File: src/rtl/cpu_pkg.sv
// Shared definitions for the multicycle CPU control path: FSM states, opcodes,
// mux select encodings and the instruction class vector.
package cpu_pkg;

    typedef enum logic [3:0] {
        FETCH  = 4'd0,
        DECODE = 4'd1,
        MEMADR = 4'd2,
        MEMRD  = 4'd3,
        MEMWB  = 4'd4,
        MEMWR  = 4'd5,
        EXEC   = 4'd6,
        ALUWB  = 4'd7,
        BRANCH = 4'd8,
        JUMP   = 4'd9
    } state_e;

    localparam logic [5:0] OP_AND  = 6'b100000;
    localparam logic [5:0] OP_NOR  = 6'b100110;
    localparam logic [5:0] OP_NOT  = 6'b000100;
    localparam logic [5:0] OP_ROLV = 6'b000000;
    localparam logic [5:0] OP_RORV = 6'b000010;
    localparam logic [5:0] OP_NORI = 6'b001110;
    localparam logic [5:0] OP_LW   = 6'b100011;
    localparam logic [5:0] OP_SW   = 6'b101011;
    localparam logic [5:0] OP_BLEU = 6'b010000;
    localparam logic [5:0] OP_JR   = 6'b001000;
    localparam logic [5:0] OP_JAL  = 6'b000011;

    localparam logic [1:0] PCSRC_ALU    = 2'b00;
    localparam logic [1:0] PCSRC_ALUOUT = 2'b01;
    localparam logic [1:0] PCSRC_RS     = 2'b10;
    localparam logic [1:0] PCSRC_JUMP   = 2'b11;

    localparam logic [1:0] SRCB_REG     = 2'b00;
    localparam logic [1:0] SRCB_FOUR    = 2'b01;
    localparam logic [1:0] SRCB_IMM     = 2'b10;
    localparam logic [1:0] SRCB_IMM_SH2 = 2'b11;

    localparam logic [4:0] ALU_ADD = 5'b00001;

    typedef struct packed {
        logic rclass;
        logic nori;
        logic lw;
        logic sw;
        logic bleu;
        logic jr;
        logic jal;
        logic illegal;
    } op_class_t;

endpackage

File: src/rtl/op_class_decode.sv
// Maps the 6-bit opcode onto a one-hot instruction class vector.
module op_class_decode
    import cpu_pkg::*;
(
    input  logic [5:0] opcode_i,
    output op_class_t  cls_o
);

    always_comb begin
        cls_o = '0;
        case (opcode_i)
            OP_AND, OP_NOR, OP_NOT, OP_ROLV, OP_RORV: cls_o.rclass = 1'b1;
            OP_NORI: cls_o.nori    = 1'b1;
            OP_LW:   cls_o.lw      = 1'b1;
            OP_SW:   cls_o.sw      = 1'b1;
            OP_BLEU: cls_o.bleu    = 1'b1;
            OP_JR:   cls_o.jr      = 1'b1;
            OP_JAL:  cls_o.jal     = 1'b1;
            default: cls_o.illegal = 1'b1;
        endcase
    end

endmodule

File: src/rtl/multicycle_control_fsm.sv
// Multicycle sequencer: steps each instruction through fetch/decode/execute/memory/writeback,
// handshakes with shared memory and counts retired instructions.
module multicycle_control_fsm
    import cpu_pkg::*;
#(
    parameter int unsigned CNT_W = 32
) (
    input  logic             clk,
    input  logic             reset_n,
    input  logic [31:0]      ins,
    input  logic             mem_ready,
    output logic             mem_req,
    output logic             IorD,
    output logic             IRWrite,
    output logic             PCWrite,
    output logic             branchEnable,
    output logic [1:0]       PCSrc,
    output logic             ALUSrcA,
    output logic [1:0]       ALUSrcB,
    output logic [4:0]       ALUControl,
    output logic             memWrite,
    output logic             memToReg,
    output logic             regDst,
    output logic             regWriteEnable,
    output logic             link,
    output logic             illegal,
    output logic [CNT_W-1:0] instr_count,
    output logic [3:0]       state
);

    state_e           state_q, state_d;
    logic [CNT_W-1:0] count_q;
    logic             retire;
    op_class_t        cls;
    logic             unused_ins;

    assign unused_ins = ^ins[25:0];

    op_class_decode u_op_class_decode (
        .opcode_i (ins[31:26]),
        .cls_o    (cls)
    );

    always_ff @(posedge clk) begin
        if (!reset_n) begin
            state_q <= FETCH;
            count_q <= '0;
        end else begin
            state_q <= state_d;
            if (retire) begin
                count_q <= count_q + CNT_W'(1);
            end
        end
    end

    assign retire = (state_d == FETCH) &&
                    (state_q inside {MEMWB, MEMWR, ALUWB, BRANCH, JUMP});

    // Everything stays zero while reset is held, so no strobe leaks mid-access.
    always_comb begin
        state_d        = state_q;
        mem_req        = 1'b0;
        IorD           = 1'b0;
        IRWrite        = 1'b0;
        PCWrite        = 1'b0;
        branchEnable   = 1'b0;
        PCSrc          = PCSRC_ALU;
        ALUSrcA        = 1'b0;
        ALUSrcB        = SRCB_REG;
        ALUControl     = 5'b0;
        memWrite       = 1'b0;
        memToReg       = 1'b0;
        regDst         = 1'b0;
        regWriteEnable = 1'b0;
        link           = 1'b0;
        illegal        = 1'b0;
        if (reset_n) begin
            unique case (state_q)
                FETCH: begin
                    mem_req    = 1'b1;
                    ALUSrcB    = SRCB_FOUR;
                    ALUControl = ALU_ADD;
                    if (mem_ready) begin
                        IRWrite = 1'b1;
                        PCWrite = 1'b1;
                        state_d = DECODE;
                    end
                end
                DECODE: begin
                    ALUSrcB    = SRCB_IMM_SH2;
                    ALUControl = ALU_ADD;
                    if (cls.lw || cls.sw)            state_d = MEMADR;
                    else if (cls.rclass || cls.nori) state_d = EXEC;
                    else if (cls.bleu)               state_d = BRANCH;
                    else if (cls.jr || cls.jal)      state_d = JUMP;
                    else begin
                        illegal = 1'b1;
                        state_d = FETCH;
                    end
                end
                MEMADR: begin
                    ALUSrcA    = 1'b1;
                    ALUSrcB    = SRCB_IMM;
                    ALUControl = ALU_ADD;
                    state_d    = cls.sw ? MEMWR : MEMRD;
                end
                MEMRD: begin
                    mem_req = 1'b1;
                    IorD    = 1'b1;
                    if (mem_ready) state_d = MEMWB;
                end
                MEMWB: begin
                    regWriteEnable = 1'b1;
                    memToReg       = 1'b1;
                    state_d        = FETCH;
                end
                MEMWR: begin
                    mem_req  = 1'b1;
                    IorD     = 1'b1;
                    memWrite = 1'b1;
                    if (mem_ready) state_d = FETCH;
                end
                EXEC: begin
                    ALUSrcA    = 1'b1;
                    ALUSrcB    = cls.nori ? SRCB_IMM : SRCB_REG;
                    ALUControl = ins[31:27];
                    state_d    = ALUWB;
                end
                ALUWB: begin
                    regWriteEnable = 1'b1;
                    regDst         = cls.rclass;
                    ALUControl     = ins[31:27];
                    state_d        = FETCH;
                end
                BRANCH: begin
                    ALUSrcA      = 1'b1;
                    ALUControl   = ins[31:27];
                    branchEnable = 1'b1;
                    PCSrc        = PCSRC_ALUOUT;
                    state_d      = FETCH;
                end
                JUMP: begin
                    PCWrite = 1'b1;
                    state_d = FETCH;
                    if (cls.jal) begin
                        PCSrc          = PCSRC_JUMP;
                        regWriteEnable = 1'b1;
                        link           = 1'b1;
                    end else begin
                        PCSrc = PCSRC_RS;
                    end
                end
                default: state_d = FETCH;
            endcase
        end
    end

    assign instr_count = count_q;
    assign state       = state_q;

endmodule

File: config.mk
export PLATFORM = sky130hd
export DESIGN_NAME = multicycle_control_fsm
export DESIGN_NICKNAME = d
export VERILOG_FILES = /design/src/rtl/cpu_pkg.sv /design/src/rtl/op_class_decode.sv /design/src/rtl/multicycle_control_fsm.sv
export SDC_FILE = /design/constraint.sdc
export NUM_CORES = 1
export LEC_CHECK = 0
export CAP_MARGIN = 10
export CELL_PAD_IN_SITES_DETAIL_PLACEMENT = 1
export CELL_PAD_IN_SITES_GLOBAL_PLACEMENT = 2
export CORE_UTILIZATION = 26
export DETAILED_ROUTE_END_ITERATION = 7
export GPL_TIMING_DRIVEN = 0
export PLACE_DENSITY_LB_ADDON = 0.1
export SLEW_MARGIN = 20
export SYNTH_ARGS = -nofsm -noshare
export SYNTH_HDL_FRONTEND = slang
export SYNTH_HIERARCHICAL = 1
export SYNTH_SLANG_ARGS = --single-unit
File: constraint.sdc
create_clock -name clk -period 4.3 [get_ports clk]
set_input_delay 0.86 -clock clk [delete_from_list [all_inputs] [get_ports clk]]
set_output_delay 0.86 -clock clk [all_outputs]
set_load 0.02 [all_outputs]
After elaboration in Yosys (flattened, before gate mapping) --
Cells that the tools add are included.
Operators by class: equality and inequality tests 19, reduce and logical (&&, ||, !) cells 15, add/subtract/negate cells 1, multiplexer cells 55
Operators by type and width (count):
- two-way mux 1 bit | 36
- adder 32 x 1 -> 32 bit, second input constant | 1
- two-way mux 4 bit | 8
- equality test 6 bit, second input constant | 4
- one-hot mux 4 bit (6 select lines) | 1
- equality test 4 x 3 -> 1 bit, second input constant | 4
- equality test 6 x 2 -> 1 bit, second input constant | 2
- equality test 6 x 4 -> 1 bit, second input constant | 2
- OR reduction 3 bit | 4
- one-hot mux 5 bit (2 select lines) | 1
- equality test 4 x 2 -> 1 bit, second input constant | 2
- equality test 4 bit, second input constant | 2
- zero test 4 bit | 2
- one-hot mux 2 bit (4 select lines) | 1
- equality test 6 x 3 -> 1 bit, second input constant | 1
- equality test 6 x 5 -> 1 bit, second input constant | 1
- zero test 6 bit | 1
- two-way mux 2 bit | 3
- two-way mux 5 bit | 1
- nonzero test 5 bit | 1
- OR reduction 5 bit | 1
- equality test 4 x 1 -> 1 bit, second input constant | 1
- one-hot mux 1 bit (2 select lines) | 2
- one-hot mux 2 bit (2 select lines) | 1
- other kinds (4) | 7
Word-level totals: bits of input ports 35, flip-flop bits (word level) 36, output and inout port bits 57, word-level logic and storage cells 92

Depth between registers and ports, before layout --
depth in word-level cells 11, depth in mapped cells 11, gate-level depth less buffers 8

Hierarchy --
Netlist, hierarchy kept.
Modules (own cells, without submodules):
- multicycle_control_fsm | times used 1, area each 2294.7 um2, cells an instance 293, seq. area each 720.7 um2
- op_class_decode | times used 1, area each 203.9 um2, cells an instance 30, seq. area each 0.0 um2

Worst setup path after synthesis --
OpenSTA, ideal clock, no wires.
kind input to register, start point in ins[31], end point reg count_q[25] (netlist: instr_count[25]), data arrival time 3015 ps, data required time 4168 ps, library setup time 132 ps, buffers on the path 2, cell stages on the path 10, setup slack 1153 ps, cells stage by stage buf_6 > xnor2_1 > a21oi_1 > nor4_1 > or4_4 > or4_4 > a41oi_4 > clkbuf_1 > or4_1 > a21oi_1
RTL lines:
- start: declaration | RTL line multicycle_control_fsm.sv:10 | input logic [31:0] ins,
- end signal: assignment | RTL line multicycle_control_fsm.sv:51 | count_q <= count_q + CNT_W'(1);
- end: declaration | RTL line multicycle_control_fsm.sv:32 | logic [CNT_W-1:0] count_q;

==> results.ini <==
[setup_path]
cp_max_fo = 6
crit_type = primary input to output pin
cp-end-kind = output pin
r2r-end = instr_count[10]
worst_ep_arrival_time_ns = 3.24
ff2ff_setup_slack_ns = 1.39
startpoint_type = primary input
crit_required_ns = 3.44
reg2regPathDepth = 8
reg2reg_from = state[3]

[pwr]
power.internal_mw = 0.484
powerDensity_nw_per_um2 = 204
p_switching_mw = 0.188
swShare = 0.280
p_comb_frac = 0.149
power_leakage_nw = 0.977
p_total_mw = 0.672
power_frac_seq = 0.500
clock_power_share = 0.351
peakVddDrop_mv = 0.0914

[logic_synthesis]
syn-num-nets = 350
synth_area_sq_um = 2430
yosys_warnings = 6
syn_area_per_cell_sq_um = 7.73
synthCells = 314

[sta]
hold_viol = 0
period_share = 0.954
whs_ns = 0.475
drv_slew = 0
slew_headroom = 0.315
setup_viol_count_final = 0
fmax_ghz = 0.244
fin_worst_skew_ns = 0.00435
period_minus_slack_ns = 4.10
tightest_slew_ns = 1.02
rsz0062_at_grt = false

[cts]
h-tree-depth = 2
clkLatencyLatePin_ns = 0.28
tritoncts = built
clock_path_buffers = 2
root_buffer = clkbuf_8
clock-sinks = 36
ctsHoldBuffers = 0
cts.reportedPaths.clkPinSlew_ns = 0.08
cts_buffers = 5

[final_layout]
final_common_cell = clkdlybuf4s50_1
syn_to_final_growth_pct = 35.9
antennaDiodeCount = 0
fin_util = 0.371
layout_common_cells = clkdlybuf4s50_1, dfxtp_1, a21oi_1
fin_nets = 422
drive_gt1_frac = 0.0829

[job]
cap_violations = 0

[global_route]
grt_max_degree = 11
met3_usage = 0.0270
grt-ovfl-total = 0
met1_usage = 0.258
antenna_found_initial = 0
grt_pass1_wl_mm = 13.9
use_met2 = 0.282
busiest_layer = met2
grt_pass1_vias = 2689
grt_usage = 0.177

[route]
ant_nets = 0
routedWlPerCell_microns = 16.9
dr.pass1.iters = 4
wirelength_mm = 8.37
viasPerCell = 5.45
drt_iter0_drc = 64
route.detailed.drc = 0
vias = 2691

[min_path]
holdPathStages = 2
hold_class = register to register
min_to = instr_count[31]
min_from = instr_count[31]

[outcome]
status = completed

[placement]
gp_congestion = 0.775
portBuffers = 65
dpl.hpwl_mm = 6.40

[floorplanning]
coreArea_sq_um = 8890
die_x_microns = 98.6
num_rows = 34
die_h_microns = 98.6
dieArea_sq_um = 9730
io_pins = 92
initial_core_util = 0.273

==> state kept, by name, indices dropped and copies added (netlist names) <==
register / flops
state: 4
instr_count: 32
==> layout make-up <==
cell class	instances	area (sq um)
plain buffers	25	149
clock buffers	6	72.6
clock inverters	1	5.00
fillers	1116	5590
inverters	7	26.3
multi-input cells	246	1540
flip-flops and latches	36	721
well taps	108	135
repair buffers	65	653
==> through the flow <==
step | setup TNS, ns | instance area (sq um) | setup slack [ns] | std cells
floorplan | 0 | 2430 | 1.17 | 314
global placement | -0.0701 | 3210 | -0.0701 | 487
detailed placement | -0.0544 | 3210 | -0.0544 | 487
CTS | 0 | 3300 | 0.104 | 494
global route | 0 | 3300 | 0.0294 | 494
finish | 0 | 3300 | 0.199 | 494
==> how the worst max path moves through the flow <==
stage / start / depth (start not counted) / end
after floorplan: ins[27] / 10 / instr_count[25]
after global placement: ins[31] / 9 / regWriteEnable
after detailed placement: ins[31] / 9 / regWriteEnable
after CTS: ins[27] / 9 / illegal
after global routing: ins[31] / 9 / regWriteEnable
final: ins[27] / 9 / regWriteEnable
==> power groups by stage <==
stage | Combinational [mW] | Sequential, mW | Clock [mW]
after floorplan | 0.0587 | 0.345 | 0
after global placement | 0.102 | 0.344 | 0
after detailed placement | 0.101 | 0.344 | 0
after CTS | 0.102 | 0.336 | 0.246
after global routing | 0.109 | 0.337 | 0.257
final | 0.100 | 0.336 | 0.236
==> what timing repair did <==
action	CTS	global route
resized for setup	1	1
setup endpoints to repair	1	1
setup buffers	0	0
==> layer usage <==
metal  wire length (microns)  vias to the layer above
met5                       0                        -
met4                      32                        0
met3                     229                        2
met2                    3720                       43
met1                    4380                     1307
li1                        -                     1339
==> critical path, stage by stage <==
cell and delay [ns]:
clkdlybuf4s50_1 0.56, buf_6 0.15, nand2_1 0.10, nor4_2 0.46, a32oi_1 0.18, nor2_1 0.13, a31oi_1 0.05, nor2_1 0.14
clkdlybuf4s50_1 0.62
(Power assumes the default switching activity.)
